[src/rtl/upper_triangular_expand_if.sv]
// upper_triangular_expand_if: packed-in / expanded-out valid-ready stream pair
interface upper_triangular_expand_if #(
    parameter int DATA_WIDTH = 32
);
    logic [DATA_WIDTH-1:0] in_tdata;
    logic                  in_tvalid;
    logic                  in_tready;
    logic [DATA_WIDTH-1:0] out_tdata;
    logic                  out_tready;
    logic                  out_tvalid;
    logic                  out_tlast;

    modport master (
        output in_tdata, in_tvalid, out_tready,
        input  in_tready, out_tdata, out_tvalid, out_tlast
    );

    modport slave (
        input  in_tdata, in_tvalid, out_tready,
        output in_tready, out_tdata, out_tvalid, out_tlast
    );
endinterface

[src/rtl/upper_triangular_expand.sv]
// upper_triangular_expand: re-expands a packed upper-triangle stream into a full row-major matrix
module upper_triangular_expand #(
    parameter int SIZE       = 4,
    parameter int DATA_WIDTH = 32
) (
    input logic                      clk,
    input logic                      rst,
    upper_triangular_expand_if.slave bus
);
    localparam int CW = $clog2(SIZE);
    localparam logic [CW-1:0] LAST = CW'(SIZE - 1);

    typedef enum logic {FILL, ZERO} state_t;

    state_t                r_state, w_state_nxt;
    logic [CW-1:0]         r_row, r_col, w_row_nxt, w_col_nxt;
    logic [DATA_WIDTH-1:0] r_tdata, w_tdata_nxt;
    logic                  r_tvalid, r_tlast;
    logic                  w_load_en, w_in_tready, w_load;

    assign w_load_en = !r_tvalid || bus.out_tready;

    // Pick the slot source (input or zero), decide whether a beat loads, and step the position
    always_comb begin
        w_in_tready = 1'b0;
        w_load      = 1'b0;
        w_tdata_nxt = '0;
        w_row_nxt   = r_row;
        w_col_nxt   = r_col;
        w_state_nxt = r_state;
        if (r_state == FILL) begin
            w_in_tready = rst && w_load_en;
            w_load      = w_in_tready && bus.in_tvalid;
            w_tdata_nxt = bus.in_tdata;
        end else begin
            w_load = w_load_en;
        end
        if (w_load) begin
            w_col_nxt   = (r_col == LAST) ? '0 : r_col + 1'b1;
            w_row_nxt   = (r_col != LAST) ? r_row : (r_row == LAST) ? '0 : r_row + 1'b1;
            w_state_nxt = (w_col_nxt >= w_row_nxt) ? FILL : ZERO;
        end
    end

    // Position/state register and the single output beat register
    always_ff @(posedge clk) begin
        if (!rst) begin
            r_state  <= FILL;
            r_row    <= '0;
            r_col    <= '0;
            r_tdata  <= '0;
            r_tvalid <= 1'b0;
            r_tlast  <= 1'b0;
        end else if (w_load) begin
            r_state  <= w_state_nxt;
            r_row    <= w_row_nxt;
            r_col    <= w_col_nxt;
            r_tdata  <= w_tdata_nxt;
            r_tvalid <= 1'b1;
            r_tlast  <= (r_row == LAST) && (r_col == LAST);
        end else if (r_tvalid && bus.out_tready) begin
            r_tvalid <= 1'b0;
            r_tlast  <= 1'b0;
        end
    end

    assign bus.in_tready  = w_in_tready;
    assign bus.out_tdata  = r_tdata;
    assign bus.out_tvalid = r_tvalid;
    assign bus.out_tlast  = r_tlast;
endmodule

[src/flat_wrapper.sv]
// flat-port wrapper written by rule: the top's interface ports become plain ports
module upper_triangular_expand_flat 
#(
    parameter int SIZE       = 4,
    parameter int DATA_WIDTH = 32
)
  (clk, rst, bus_in_tdata, bus_in_tvalid, bus_out_tready, bus_in_tready, bus_out_tdata, bus_out_tvalid, bus_out_tlast);
  upper_triangular_expand_if #(.DATA_WIDTH(DATA_WIDTH)) bus_i ();
  input logic clk;
  input logic rst;
  input wire logic [$bits(bus_i.in_tdata)-1:0] bus_in_tdata;
  input wire logic [$bits(bus_i.in_tvalid)-1:0] bus_in_tvalid;
  input wire logic [$bits(bus_i.out_tready)-1:0] bus_out_tready;
  output wire logic [$bits(bus_i.in_tready)-1:0] bus_in_tready;
  output wire logic [$bits(bus_i.out_tdata)-1:0] bus_out_tdata;
  output wire logic [$bits(bus_i.out_tvalid)-1:0] bus_out_tvalid;
  output wire logic [$bits(bus_i.out_tlast)-1:0] bus_out_tlast;
  assign bus_i.in_tdata = bus_in_tdata;
  assign bus_i.in_tvalid = bus_in_tvalid;
  assign bus_i.out_tready = bus_out_tready;
  assign bus_in_tready = bus_i.in_tready;
  assign bus_out_tdata = bus_i.out_tdata;
  assign bus_out_tvalid = bus_i.out_tvalid;
  assign bus_out_tlast = bus_i.out_tlast;
  upper_triangular_expand #(.SIZE(SIZE), .DATA_WIDTH(DATA_WIDTH)) u_core (.clk(clk), .rst(rst), .bus(bus_i));
endmodule
[config.mk]
export PLATFORM = sky130hd
export DESIGN_NAME = upper_triangular_expand_flat
export DESIGN_NICKNAME = d
export VERILOG_FILES = /design/src/rtl/upper_triangular_expand_if.sv /design/src/rtl/upper_triangular_expand.sv /design/src/flat_wrapper.sv
export SDC_FILE = /design/constraint.sdc
export NUM_CORES = 1
export LEC_CHECK = 0
export ABC_AREA = 1
export CAP_MARGIN = 25
export CORE_MARGIN = 3
export CORE_UTILIZATION = 45
export DETAILED_ROUTE_END_ITERATION = 6
export PLACE_DENSITY = 0.9
export SLEW_MARGIN = 10
export SYNTH_ARGS = -nofsm -noshare
export SYNTH_HDL_FRONTEND = slang
export SYNTH_SLANG_ARGS = --single-unit
export TNS_END_PERCENT = 30
[constraint.sdc]
create_clock -name clk -period 4.5 [get_ports clk]
set_input_delay 0.9 -clock clk [delete_from_list [all_inputs] [get_ports clk]]
set_output_delay 0.9 -clock clk [all_outputs]
set_load 0.02 [all_outputs]
==> results.py, run 1 <==
metrics = {
    "cells_and_area": {
        "layout_commonest_cell": "nand2_1",
        "final_nets": 373,
        "drive_above_1_share_pct": 3.02,
        "num_antenna_cells": 0,
        "final-seq-area_sq_um": 781,
        "multi_input_area_sq_um": 774,
        "fill_cells": 349,
        "final_cell_mix": "nand2_1, clkdlybuf4s50_1, nor2_1",
        "area_delta_synth_final_pct": 44.2,
        "fin_cells": 379,
    },
    "pwr": {
        "switching_share_pct": 30.0,
        "power_density_nw_per_um2": 343,
        "internal_power_mw": 0.604,
        "p_clk_share_pct": 24.5,
        "pwr-share-comb_pct": 29.3,
        "p_switching_mw": 0.259,
        "leakagePower_nw": 1.19,
        "max-vdd-ir-drop_mv": 0.190,
        "p_seq_share_pct": 46.2,
    },
    "yosys": {
        "synth_area_sq_um": 1750,
        "ys_types": 14,
        "synthCells": 267,
        "synth_area_per_cell_sq_um": 6.54,
        "yosysTopAreaCell": "dfxtp_1",
        "synth_top_area_share_pct": 44.7,
        "synthesis.nets": 308,
        "synth-seq-area-share_pct": 44.7,
        "yosysWarnings": 0,
        "ys_top_cells_by_area": "dfxtp_1, nand2_1, nor2_1",
        "ys_ff_latch": 39,
    },
    "global_route": {
        "grt-ovfl-total": 0,
        "track_usage_pct": 17.7,
        "antenna_found_initial": 0,
        "grt_pass1_wl_um": 6340,
        "grt_pass1_vias": 1534,
        "grt_max_degree": 52,
    },
    "detailed_routing": {
        "wl_met3_um": 322,
        "first_pass_iters": 4,
        "ant_nets": 0,
        "initialDrtViolationCount": 119,
        "routed_wl_um": 3990,
        "post-route-drc-count": 0,
        "highest_layer": "met4",
        "wl_per_cell_um": 10.5,
        "vias": 1695,
        "wl_met2_um": 1960,
        "vias_per_cell": 4.47,
        "met1_length_um": 1690,
    },
    "clocking": {
        "path_clk_slew_ps": 60,
        "cts_buffers": 5,
        "cts_tree": "done",
        "clock_sinks": 39,
        "cts-hold-fix-buffers": 0,
        "cts_resized": 0,
        "cts_max_path_buffers": 2,
        "clk-insertion-delay-late_ps": 290,
        "htree_num_levels": 2,
        "postCtsSetupRepairBufs": 0,
        "root_buffer": "clkbuf_8",
    },
    "floorplan": {
        "die_w_um": 68.3,
        "die-area_sq_um": 4660,
        "dieHeight_um": 68.3,
        "core_sq_um": 3690,
        "initial_core_util_pct": 47.3,
        "ios": 71,
        "rows": 22,
    },
    "critical_path": {
        "worstPathCellList": "clkdlybuf4s50_1 > inv_1 > nand2_1 > nand2_1 > nor2_1 > clkdlybuf4s50_1",
        "r2r-start": "u_core.r_state$_SDFFE_PN0P_",
        "cp_slowest_stage_delay_ps": 620,
        "timing.rr.end": "u_core.r_col[1]$_SDFFE_PN0P_",
        "regToRegSetupSlack_ps": 2470,
        "reg2reg_depth": 7,
        "critPathLaunchType": "input pin",
        "cp_max_fo": 4,
        "cp.required_ps": 3600,
        "endpoint_kind": "output port",
        "path_class": "in -> out",
        "crit_slowest_cell": "clkdlybuf4s50_1",
        "arrival_ps": 2330,
    },
    "placement": {
        "dp_hpwl_um": 2720,
        "place_inst": 373,
        "numPortBuffers": 70,
        "gp_congestion": 0.729,
    },
    "job": {
        "maxCapViolCount": 0,
    },
    "run_status": {
        "run_status": "finished, final reports clean",
    },
    "timing": {
        "slew_headroom_pct": 61.9,
        "setup_viol": 0,
        "setup_tns_ps": 0,
        "maxSlewViolCount": 0,
        "fin_worst_skew_ps": 4.98,
        "max_freq_mhz": 309,
        "finalCritPeriodShare_pct": 71.8,
        "rsz0062_at_grt": "false",
        "layout_min_cycle_time_ps": 3230,
        "final_hold_viol_count": 0,
        "worst_pin_slew_ps": 570,
    },
    "hold_path": {
        "min_from": "u_core.bus.out_tdata[11]$_SDFFE_PN0P_",
        "holdPathEnd": "u_core.bus.out_tdata[11]$_SDFFE_PN0P_",
        "hp-class": "reg -> reg",
        "hold_depth": 2,
    },
}
[Yosys cell counts]
master,instances
inv_2,2
clkbuf_1,4
buf_2,8
nand2_1,91
nand2_2,1
inv_1,28
dfxtp_1,39
nand3_1,1
nor2_1,59
o21ai_1,4
ha_1,5
buf_6,2
nand3b_1,1
a21oi_1,22
[area by class of cell]
class / instances / share of cell area [%]
Multi-Input combinational cell: 184 / 30.8
Sequential cell: 39 / 31.0
Tap cell: 48 / 2.39
Timing Repair Buffer: 72 / 28.4
Clock buffer: 6 / 2.88
Inverter: 30 / 4.48
[flip-flops by register name, summed over array words and instances, names as in the netlist]
name and cells:
u_core.r_state 1, u_core.bus.out_tvalid 1, u_core.r_row 2, u_core.bus.out_tdata 32, u_core.bus.out_tlast 1, u_core.r_col 2
[worst max-delay path, delay by kind of cell]
kind | cells | cell delay [ps]
buffers and inverters | 3 | 1140
and+or+nand+nor | 3 | 290
[cells by family (layout without fill, tap and decap cells)]
logic type | Yosys count | count (layout) | synth area share [%]
buffers and inverters | 44 | 108 | 10.9
DFF | 39 | 39 | 44.7
adders and majority gates | 5 | 5 | 3.58
AOI/OAI and AO/OA | 26 | 26 | 7.46
and+or+nand+nor | 153 | 153 | 33.3
[power groups by stage]
stage	sequential, mW	combinational, mW	clock, mW
2_1_floorplan	0.442	0.112	0
3_3_place_gp	0.405	0.248	0
3_5_place_dp	0.406	0.254	0
4_1_cts	0.398	0.255	0.217
5_1_grt	0.403	0.282	0.232
6_report	0.398	0.253	0.211
[metal layers]
metal  up-vias  GRT usage [%]
li1        917              -
met1       717           20.6
met5         -              0
met3         5           6.40
met2        56           30.4
met4         0           5.21
[stage by stage]
step,power [mW],instance area [sq um],utilization [%],setup WS (ps),hold slack [ps]
6_report,0.862,2520,68.2,1270,485
5_1_grt,0.917,2520,68.2,1230,505
4_1_cts,0.871,2520,68.2,1270,487
3_5_place_dp,0.660,2440,66.2,1280,473
2_1_floorplan,0.554,1750,-,2010,483
3_3_place_gp,0.653,2440,66.2,1320,464
[worst max-delay path by stage]
stage	startpoint	endpoint	slack, ps	depth (start not counted)
final	bus_out_tready	bus_in_tready	1270	6
after CTS	bus_out_tready	bus_in_tready	1270	6
after floorplan	rst	bus_in_tready	2010	4
after detailed placement	bus_out_tready	bus_in_tready	1280	6
after global placement	bus_out_tready	bus_in_tready	1320	6
after global routing	bus_out_tready	bus_in_tready	1230	6
No activity file was read; power rests on OpenSTA's default activity.
==> run 2: changes to the inputs <==
--- a/config.mk
+++ b/config.mk
@@ -8,9 +8,9 @@
 export ABC_AREA = 1
 export CAP_MARGIN = 25
 export CORE_MARGIN = 3
-export CORE_UTILIZATION = 45
+export CORE_UTILIZATION = 38
 export DETAILED_ROUTE_END_ITERATION = 6
-export PLACE_DENSITY = 0.9
+export PLACE_DENSITY = 0.82
 export SLEW_MARGIN = 10
 export SYNTH_ARGS = -nofsm -noshare
 export SYNTH_HDL_FRONTEND = slang
==> constraint.sdc (replaced) <==
create_clock -name clk -period 2.8 [get_ports clk]
set_input_delay 0.56 -clock clk [delete_from_list [all_inputs] [get_ports clk]]
set_output_delay 0.56 -clock clk [all_outputs]
set_load 0.02 [all_outputs]
==> results.py, run 2 (synthesized netlist as in run 1, its figures left out) <==
metrics = {
    "floorplan": {
        "rows": 24,
        "ios": 71,
        "die_w_um": 73.8,
        "initial_core_util_pct": 39.8,
        "die-area_sq_um": 5440,
        "dieHeight_um": 73.8,
        "core_sq_um": 4380,
    },
    "clocking": {
        "root_buffer": "clkbuf_8",
        "clock_sinks": 39,
        "cts_resized": 0,
        "path_clk_slew_ps": 70,
        "htree_num_levels": 2,
        "postCtsSetupRepairBufs": 0,
        "cts-hold-fix-buffers": 0,
        "cts_tree": "done",
        "cts_buffers": 5,
        "cts_max_path_buffers": 2,
        "clk-insertion-delay-late_ps": 280,
    },
    "cells_and_area": {
        "layout_commonest_cell": "nand2_1",
        "final_nets": 374,
        "final_cell_mix": "nand2_1, clkdlybuf4s50_1, nor2_1",
        "largest_reg_flops": 32,
        "fill_cells": 431,
        "num_antenna_cells": 0,
        "area_delta_synth_final_pct": 45.4,
        "drive_above_1_share_pct": 3.59,
    },
    "critical_path": {
        "crit_start": "bus_out_tready",
        "critPathLaunchType": "input pin",
        "reg2reg_depth": 7,
        "path_class": "in -> out",
        "critPathCapture": "bus_in_tready",
        "cp_max_fo": 4,
        "r2r-start": "u_core.r_state$_SDFFE_PN0P_",
        "timing.rr.end": "u_core.r_state$_SDFFE_PN0P_",
        "cp.required_ps": 2240,
        "endpoint_kind": "output port",
        "regToRegSetupSlack_ps": 1180,
        "arrival_ps": 1950,
    },
    "detailed_routing": {
        "wl_per_cell_um": 9.97,
        "vias_per_cell": 4.39,
        "vias": 1695,
        "first_pass_iters": 4,
        "post-route-drc-count": 0,
        "ant_nets": 0,
        "initialDrtViolationCount": 78,
        "routed_wl_um": 3850,
    },
    "placement": {
        "dp_hpwl_um": 2650,
        "numPortBuffers": 70,
        "gp_congestion": 0.703,
    },
    "pwr": {
        "p_total_mw": 1.40,
        "power_density_nw_per_um2": 550,
        "max-vdd-ir-drop_mv": 0.253,
        "leakagePower_nw": 1.20,
    },
    "timing": {
        "final_hold_viol_count": 0,
        "max_freq_mhz": 398,
        "maxSlewViolCount": 0,
        "fin_worst_skew_ps": 7.06,
        "setup_tns_ps": 0,
        "setup_viol": 0,
        "slew_headroom_pct": 61.8,
        "finalCritPeriodShare_pct": 89.7,
        "rsz0062_at_grt": "false",
        "layout_min_cycle_time_ps": 2510,
        "worst_pin_slew_ps": 571,
    },
    "global_route": {
        "antenna_found_initial": 0,
        "track_usage_pct": 14.3,
        "grt_pass1_wl_um": 6090,
        "grt_max_degree": 40,
        "grt-ovfl-total": 0,
        "grt_pass1_vias": 1432,
    },
    "job": {
        "maxCapViolCount": 0,
    },
    "hold_path": {
        "hp-class": "reg -> reg",
    },
    "run_status": {
        "run_status": "finished, final reports clean",
    },
}
==> run 2: worst min path at each step <==
| stage | startpoint | to | slack (ps) | cells past startpoint |
|---|---|---|---|---|
| 2_1_floorplan | u_core.r_col[1]$_SDFFE_PN0P_ | u_core.r_col[1]$_SDFFE_PN0P_ | 480 | 2 |
| 3_3_place_gp | u_core.bus.out_tdata[29]$_SDFFE_PN0P_ | u_core.bus.out_tdata[29]$_SDFFE_PN0P_ | 460 | 2 |
| 3_5_place_dp | u_core.bus.out_tdata[29]$_SDFFE_PN0P_ | u_core.bus.out_tdata[29]$_SDFFE_PN0P_ | 480 | 2 |
| 4_1_cts | u_core.bus.out_tdata[29]$_SDFFE_PN0P_ | u_core.bus.out_tdata[29]$_SDFFE_PN0P_ | 490 | 2 |
| 5_1_grt | u_core.bus.out_tdata[13]$_SDFFE_PN0P_ | u_core.bus.out_tdata[13]$_SDFFE_PN0P_ | 520 | 2 |
| 6_report | u_core.bus.out_tdata[29]$_SDFFE_PN0P_ | u_core.bus.out_tdata[29]$_SDFFE_PN0P_ | 490 | 2 |
==> run 2: through the flow <==
| stage | std cells | instance area [sq um] | setup WS, ps | hold slack [ps] | util [%] |
|---|---|---|---|---|---|
| 2_1_floorplan | 267 | 1750 | 988 | 483 | - |
| 3_3_place_gp | 378 | 2460 | 296 | 463 | 56.0 |
| 3_5_place_dp | 378 | 2460 | 286 | 480 | 56.0 |
| 4_1_cts | 386 | 2540 | 280 | 490 | 57.9 |
| 5_1_grt | 386 | 2540 | 220 | 517 | 57.9 |
| 6_report | 386 | 2540 | 289 | 488 | 57.9 |
==> run 2: routing by layer <==
metal | track usage, % | part of all wire (%) | up-vias
li1 | - | - | 922
met3 | 4.24 | 7.2 | 7
met1 | 16.6 | 45 | 719
met5 | 0 | 0 | -
met4 | 6.64 | 1.8 | 0
met2 | 24.0 | 46 | 47
==> run 2: report_power, final <==
group          internal, mW  leakage [nW]  switching [mW]
sequential            0.611         0.322          0.0289
combinational         0.194         0.835           0.211
clock                 0.175        0.0422           0.176
total                 0.980          1.20           0.416
==> run 2: worst max-delay path: stages <==
cell             delay (ps)
clkdlybuf4s50_1         480
inv_1                    40
nand2_1                 120
nand2_1                  60
nor2_1                   80
clkdlybuf4s50_1         610
==> run 2: area by class of cell <==
type / count / area [sq um] / area share (%)
Sequential cell: 39 / 781 / 30.8
Multi-Input combinational cell: 184 / 774 / 30.5
Timing Repair Buffer: 73 / 723 / 28.5
Inverter: 30 / 113 / 4.44
Clock buffer: 7 / 76.3 / 3.01
Tap cell: 52 / 65.1 / 2.56
Clock inverter: 1 / 5.00 / 0.197
==> run 3: changes to the inputs <==
--- a/config.mk
+++ b/config.mk
@@ -8,11 +8,10 @@
 export ABC_AREA = 1
 export CAP_MARGIN = 25
 export CORE_MARGIN = 3
-export CORE_UTILIZATION = 38
+export CORE_UTILIZATION = 45
 export DETAILED_ROUTE_END_ITERATION = 6
-export PLACE_DENSITY = 0.82
+export PLACE_DENSITY = 0.9
 export SLEW_MARGIN = 10
 export SYNTH_ARGS = -nofsm -noshare
 export SYNTH_HDL_FRONTEND = slang
 export SYNTH_SLANG_ARGS = --single-unit
-export TNS_END_PERCENT = 30
==> constraint.sdc (replaced) <==
create_clock -name clk -period 2.9 [get_ports clk]
set_input_delay 0.58 -clock clk [delete_from_list [all_inputs] [get_ports clk]]
set_output_delay 0.58 -clock clk [all_outputs]
set_load 0.02 [all_outputs]
==> results.py, run 3 (synthesized netlist as in run 1, its figures left out) <==
metrics = {
    "run_status": {
        "run_status": "finished, final reports clean",
    },
    "critical_path": {
        "path_class": "in -> out",
        "cp.required_ps": 2320,
        "cp_slowest_stage_delay_ps": 620,
        "arrival_ps": 1990,
        "worstPathCellList": "clkdlybuf4s50_1 > inv_1 > nand2_1 > nand2_1 > nor2_1 > clkdlybuf4s50_1",
        "cp_max_fo": 4,
        "critPathLaunchType": "input pin",
        "endpoint_kind": "output port",
        "crit_slowest_cell": "clkdlybuf4s50_1",
    },
    "timing": {
        "setup_ws_ps": 326,
        "maxSlewViolCount": 0,
        "worst_pin_slew_ps": 397,
        "setup_tns_ps": 0,
        "slew_headroom_pct": 73.5,
        "finalCritPeriodShare_pct": 88.8,
        "rsz0062_at_grt": "false",
        "setup_viol": 0,
        "fin_worst_skew_ps": 4.01,
        "max_freq_mhz": 389,
        "layout_min_cycle_time_ps": 2570,
        "final_hold_viol_count": 0,
    },
    "floorplan": {
        "die-area_sq_um": 4660,
        "die_w_um": 68.3,
        "core_sq_um": 3690,
        "rows": 22,
        "initial_core_util_pct": 47.3,
        "dieHeight_um": 68.3,
        "ios": 71,
    },
    "global_route": {
        "grt_pass1_vias": 1524,
        "grt_use_met3_pct": 7.22,
        "antenna_found_initial": 0,
        "grt_pass1_wl_um": 6220,
        "busiest_layer": "met2",
        "grt_max_degree": 39,
        "grt-ovfl-total": 0,
        "grt_use_met2_pct": 30.8,
        "met1_usage_pct": 19.0,
        "track_usage_pct": 17.6,
    },
    "cells_and_area": {
        "multi_input_area_sq_um": 774,
        "drive_above_1_share_pct": 3.89,
        "area_delta_synth_final_pct": 46.2,
        "largest_reg_flops": 32,
        "fill_cells": 326,
        "final_cell_mix": "nand2_1, clkdlybuf4s50_1, nor2_1",
        "final-seq-area_sq_um": 781,
        "final_nets": 374,
        "layout_commonest_cell": "nand2_1",
        "num_antenna_cells": 0,
    },
    "detailed_routing": {
        "vias": 1702,
        "initialDrtViolationCount": 118,
        "post-route-drc-count": 0,
        "wl_per_cell_um": 9.98,
        "vias_per_cell": 4.46,
        "routed_wl_um": 3810,
        "ant_nets": 0,
        "first_pass_iters": 4,
    },
    "hold_path": {
        "hp-class": "reg -> reg",
    },
    "clocking": {
        "cts-hold-fix-buffers": 0,
        "clock_sinks": 39,
        "cts_tree": "done",
        "postCtsSetupRepairBufs": 0,
        "cts_max_path_buffers": 2,
        "cts_buffers": 5,
        "htree_num_levels": 2,
        "root_buffer": "clkbuf_8",
        "path_clk_slew_ps": 70,
        "clk-insertion-delay-late_ps": 280,
        "cts_resized": 0,
    },
    "pwr": {
        "leakagePower_nw": 1.21,
        "max-vdd-ir-drop_mv": 0.381,
        "power_density_nw_per_um2": 548,
    },
    "placement": {
        "pre_cts_slack_ps": 338,
        "gp_congestion": 0.732,
        "dp_hpwl_um": 2600,
        "numPortBuffers": 70,
    },
    "job": {
        "maxCapViolCount": 0,
    },
}
==> run 3: changes by cell type in the layout (fill, tap and decap cells not counted), sizes merged <==
cell	delta
clkbuf	+1
clkinv	-1
==> run 3: stage by stage <==
step | cells | power [mW] | util [%] | hold slack [ps] | instance area (sq um)
final | 382 | 1.40 | 69.2 | 484 | 2550
after global routing | 382 | 1.48 | 69.2 | 507 | 2550
after CTS | 382 | 1.42 | 69.2 | 486 | 2550
after detailed placement | 374 | 1.02 | 66.5 | 474 | 2450
after global placement | 374 | 1.01 | 66.5 | 464 | 2450
after floorplan | 267 | 0.859 | - | 483 | 1750
==> run 3: final timing paths <==
check,to,slack (ps),start,cells past startpoint
worst max register to register,u_core.r_state$_SDFFE_PN0P_,1390,u_core.r_col[0]$_SDFFE_PN0P_,10
worst min register to register,u_core.bus.out_tdata[11]$_SDFFE_PN0P_,480,u_core.bus.out_tdata[11]$_SDFFE_PN0P_,2
worst min-delay path,u_core.bus.out_tdata[11]$_SDFFE_PN0P_,480,u_core.bus.out_tdata[11]$_SDFFE_PN0P_,2
worst max-delay path,bus_in_tready,330,bus_out_tready,6
==> run 3: routing by layer <==
metal  routed length [um]  vias to the layer above
met5                    0                        -
met4                   37                        0
met3                  273                        5
met2                 1810                       46
met1                 1690                      727
li1                     -                      924
==> run 3: layout make-up <==
type,instances,share of cell area (%)
tap,48,2.35
clock buffer,8,3.92
sequential,39,30.6
multi-input combinational,184,30.4
timing repair buffer,73,28.3
inverter,30,4.41
==> run 3: critical path: cells and delay by family <==
| kind | cells | cell delay, ps |
|---|---|---|
| buffers and inverters | 3 | 1140 |
| and+or+nand+nor | 3 | 270 |
==> run 3: report_power, final <==
group	total [mW]	switching, mW	internal (mW)
sequential	0.617	0.0272	0.590
combinational	0.390	0.203	0.187
clock	0.391	0.174	0.217
total	1.40	0.405	0.993
==> edit 1: new RTL, config.mk and constraints of run 3 <==
Make the reset (`rst`) asynchronous in one clocked block.
--- a/src/rtl/upper_triangular_expand.sv
+++ b/src/rtl/upper_triangular_expand.sv
@@ -44,5 +44,5 @@
 
     // Position/state register and the single output beat register
-    always_ff @(posedge clk) begin
+    always_ff @(posedge clk or negedge rst) begin
         if (!rst) begin
             r_state  <= FILL;
Formal check against the unedited RTL: differs if rst is asserted again (counterexample within 4 cycles, from zero or initial values and one cycle with rst low); with rst held inactive, the same outputs for 10 cycles.
==> edit 1 against run 3 <==
- routed wire length increased by 4.9%
- sequential cell count unchanged
- critical path depth unchanged
- final area increased by 3.8%
- synthesized area increased by 6.7%
- clock skew increased by 0.0014 ns
- setup slack got worse by 0.040 ns
- fmax decreased by 1.5%
- synthesized cell count decreased by 28%
Power is not compared: it rests on default switching activity, and its combinational part moved more than twofold at a synthesized area within 25%.
==> edit 1: results (changes against run 3) <==
Total wire length - 4000 microns (+4.9%)
First-pass GRT wire length - 6740 microns (+8.3%)
Initial DRC count - 150 (+27%)
Synth area leaders - dfrtp_1 52%, nand2_1 13%, o21ai_2 12%
Worst min path class - primary input to asynchronous set/reset pin
Synth Area in Compound Gates - 14.9% (+7.5 points)
Outcome - finished, final reports clean
Synth area leader - dfrtp_1
Met3 WL - 355 microns (+30%)
Achievable Freq - 383 MHz (-1.5%)
Post-Synth Adder-Cell Area - 3.36% (-0.22 points)
Worst Tran Pin Value - 0.590 ns (+0.193 ns)
HPWL Detailed - 2800 microns (+7.5%)
Met1 Use GR - 21.2% (+2.2 points)
Placed cells - 301 (-20%)
WL/cell - 12.9 microns (+30%)
Met2 usage - 28.6% (-2.2 points)
Number of fill cells - 314 (-3.7%)
GR Util met3 - 5.32% (-1.9 points)
Cells on worst reg2reg path - 6 (-4)
Largest net degree at the start of global routing - 46 (+18%)
Share of flip-flops with an asynchronous set or reset - 100% (+100 points)
Final GP Congestion - 0.717 (-2.1%)
Worst EP arrival - 2.03 ns (+0.04 ns)
Avg Vias per Cell - 4.78 (+7.4%)
Layout cells sized above 1 - 24.1% (+20 points)
==> edit 1: changes by cell type in the layout (fill, tap and decap cells not counted), moves of 21 or more <==
cell     before  now
dfrtp_1       0   39
nor2_1       59    1
dfxtp_1      39    0
a21oi_1      22    0
inv_1        28    7
o21ai_2       0   26
nand2_1      91   64
==> edit 1: layout make-up <==
| class | instances | area (sq um) | share of cell area, % |
|---|---|---|---|
| multi-input cells | 133 | 767 | 29.0 |
| clock inverters | 3 | 15.0 | 0.567 |
| flip-flops and latches | 39 | 976 | 36.9 |
| clock buffers | 5 | 68.8 | 2.60 |
| inverters | 8 | 30.0 | 1.13 |
| repair buffers | 73 | 731 | 27.6 |
| well taps | 48 | 60.1 | 2.27 |
==> edit 1: power groups by stage <==
stage	sequential (uW)	clock [uW]	combinational, uW
global placement	934	0	1500
finish	937	353	1530
floorplan	1170	0	744
global route	972	390	1660
detailed placement	947	0	1530
CTS	939	360	1550
==> edit 2: new RTL, config.mk and constraints of run 3 <==
Without the edit above. `SIZE` is set to 4 in 2 places; all go to 2.
--- a/src/rtl/upper_triangular_expand.sv
+++ b/src/rtl/upper_triangular_expand.sv
@@ -1,5 +1,5 @@
 // upper_triangular_expand: re-expands a packed upper-triangle stream into a full row-major matrix
 module upper_triangular_expand #(
-    parameter int SIZE       = 4,
+    parameter int SIZE       = 2,
     parameter int DATA_WIDTH = 32
 ) (
--- a/src/flat_wrapper.sv
+++ b/src/flat_wrapper.sv
@@ -2,5 +2,5 @@
 module upper_triangular_expand_flat 
 #(
-    parameter int SIZE       = 4,
+    parameter int SIZE       = 2,
     parameter int DATA_WIDTH = 32
 )
Behaviour: not the same (a bounded check fails within 4 cycles, from zero or initial values and one cycle with rst low).
==> edit 2 against run 3 <==
- final area up 5.4%
- count of clock-buffer cells in the layout unchanged
- clock skew increased by 0.00081 ns
- setup slack better by 0.030 ns
- critical path depth did not move
- synthesized area increased by 12%
- register-to-register slack lost 0.26 ns
- sequential cell count is 2 lower
- sequential power fell by 7.8%
- combinational power shrank 17%
- fmax up 1.2%
- routed wire length up 7.6%
- clock power down 14%
- power fell by 12%
- critical endpoint unchanged
- largest power group unchanged
- highest routed layer unchanged
==> edit 2: results (changes against run 3) <==
Terminus of the critical flop-to-flop path - u_core.bus.out_tdata[26]
Worst Tran Pin Value - 0.820 ns (+0.423 ns)
Worst EP arrival - 1.96 ns (-0.03 ns)
Outcome - finished, final reports clean
Ant diodes - 0 (unchanged)
Met1 Use GR - 19.0% (+0.028 points)
Nets - 409 (+9.4%)
CTS Buf Count - 5 (unchanged)
Overall via count from detail_route - 1754 (+3.1%)
Combinational power - 323 uW (-17%)
Achievable Freq - 393 MHz (+1.2%)
TritonRoute pass-1 iters - 4 (unchanged)
Max Buffers Root-to-Sink - 2 (unchanged)
Clock latency on the worst-skew pair - 0.28 ns (about the same)
Met2 usage - 30.6% (-0.19 points)
DP Area - 2610 sq um (+6.4%)
Synth area leaders - dfxtp_1 38%, nand2_1 14%, nor2_1 14%
Initial antenna violation count - 0 (unchanged)
Slowest Stage Delay on Critical Path - 0.63 ns
Int Pwr - 873 uW (-12%)
Leak pwr - 0.00140 uW (+16%)
Largest net degree at the start of global routing - 68 (+74%)
Max VDD drop - 319 uV (-16%)
Met2 wire len - 2070 microns (+15%)
R2R Path Start - u_core.r_state
Met3 WL - 235 microns (-14%)
Post-CTS resize count - 0 (unchanged)
GR Util All Layers - 16.9% (-0.73 points)
Layout Skew - 0.00483 ns (+0.000813 ns)
Reg2Reg Setup Slack - 1.13 ns (-0.26 ns)
PortBufs - 70 (unchanged)
Final GP Congestion - 0.735 (+0.41%)
DR top layer - met4
Worst-path clk slew - 0.07 ns (about the same)
Top post-synthesis cells by count - 71 x nand2_1, 71 x nor2_1, 68 x inv_1
Cells on worst reg2reg path - 7 (-3)
Worst-path fanout max - 2 (-2)
First-pass GRT wire length - 7000 microns (+13%)
Netlist cell types - 18 (+4)
Share of flip-flops with an asynchronous set or reset - 0% (unchanged)
Clock power frac - 27.5% (-0.5 points)
HPWL Detailed - 2790 microns (+7.3%)
WL/cell - 9.72 microns (-2.6%)
Hold-critical path depth - 4 (+2)
Initial DRC count - 104 (-12%)
Vias in the first global route - 1667 (+9.4%)
Metal-1 WL - 1780 microns (+5.1%)
Pre-CTS setup slack - 0.336 ns (-0.00252 ns)
Worst Hold End - u_core.bus.out_tdata[11]
Sequential area share after synthesis - 37.8% (-6.9 points)
Layout cells sized above 1 - 11.6% (+7.7 points)
Mapped Nets - 344 (+12%)
Worst Setup SP - bus_out_tready
GR Util met3 - 5.26% (-2.0 points)
Number of fill cells - 376 (+15%)
Crit path to - bus_in_tready
==> edit 2: through the flow <==
step / power (uW) / std cells / hold slack [ns]
after floorplan: 776 / 306 / 0.477
after global placement: 896 / 414 / 0.496
after detailed placement: 904 / 414 / 0.499
after CTS: 1250 / 422 / 0.514
after global routing: 1310 / 422 / 0.541
final: 1230 / 422 / 0.512
==> edit 2: cell type report <==
cell class                 instances  area [sq um]  area share [%]
sequential                        37           741            27.5
inverter                          69           259            9.63
tap                               50          62.6            2.33
clock buffer                       8          80.1            2.98
timing repair buffer              73           723            26.9
multi-input combinational        185           823            30.6
==> edit 2: cells by family after synthesis <==
| kind of cell | share of synthesized area (%) |
|---|---|
| simple gates | 39.5 |
| buf+inv | 20.2 |
| flops | 37.8 |
| compound gates | 1.21 |
| fa+ha+maj | 1.28 |
==> edit 2: critical path: cells and delay by family <==
kind | cells | cell delay [ns]
buf+inv | 4 | 1.20
simple gates | 2 | 0.18
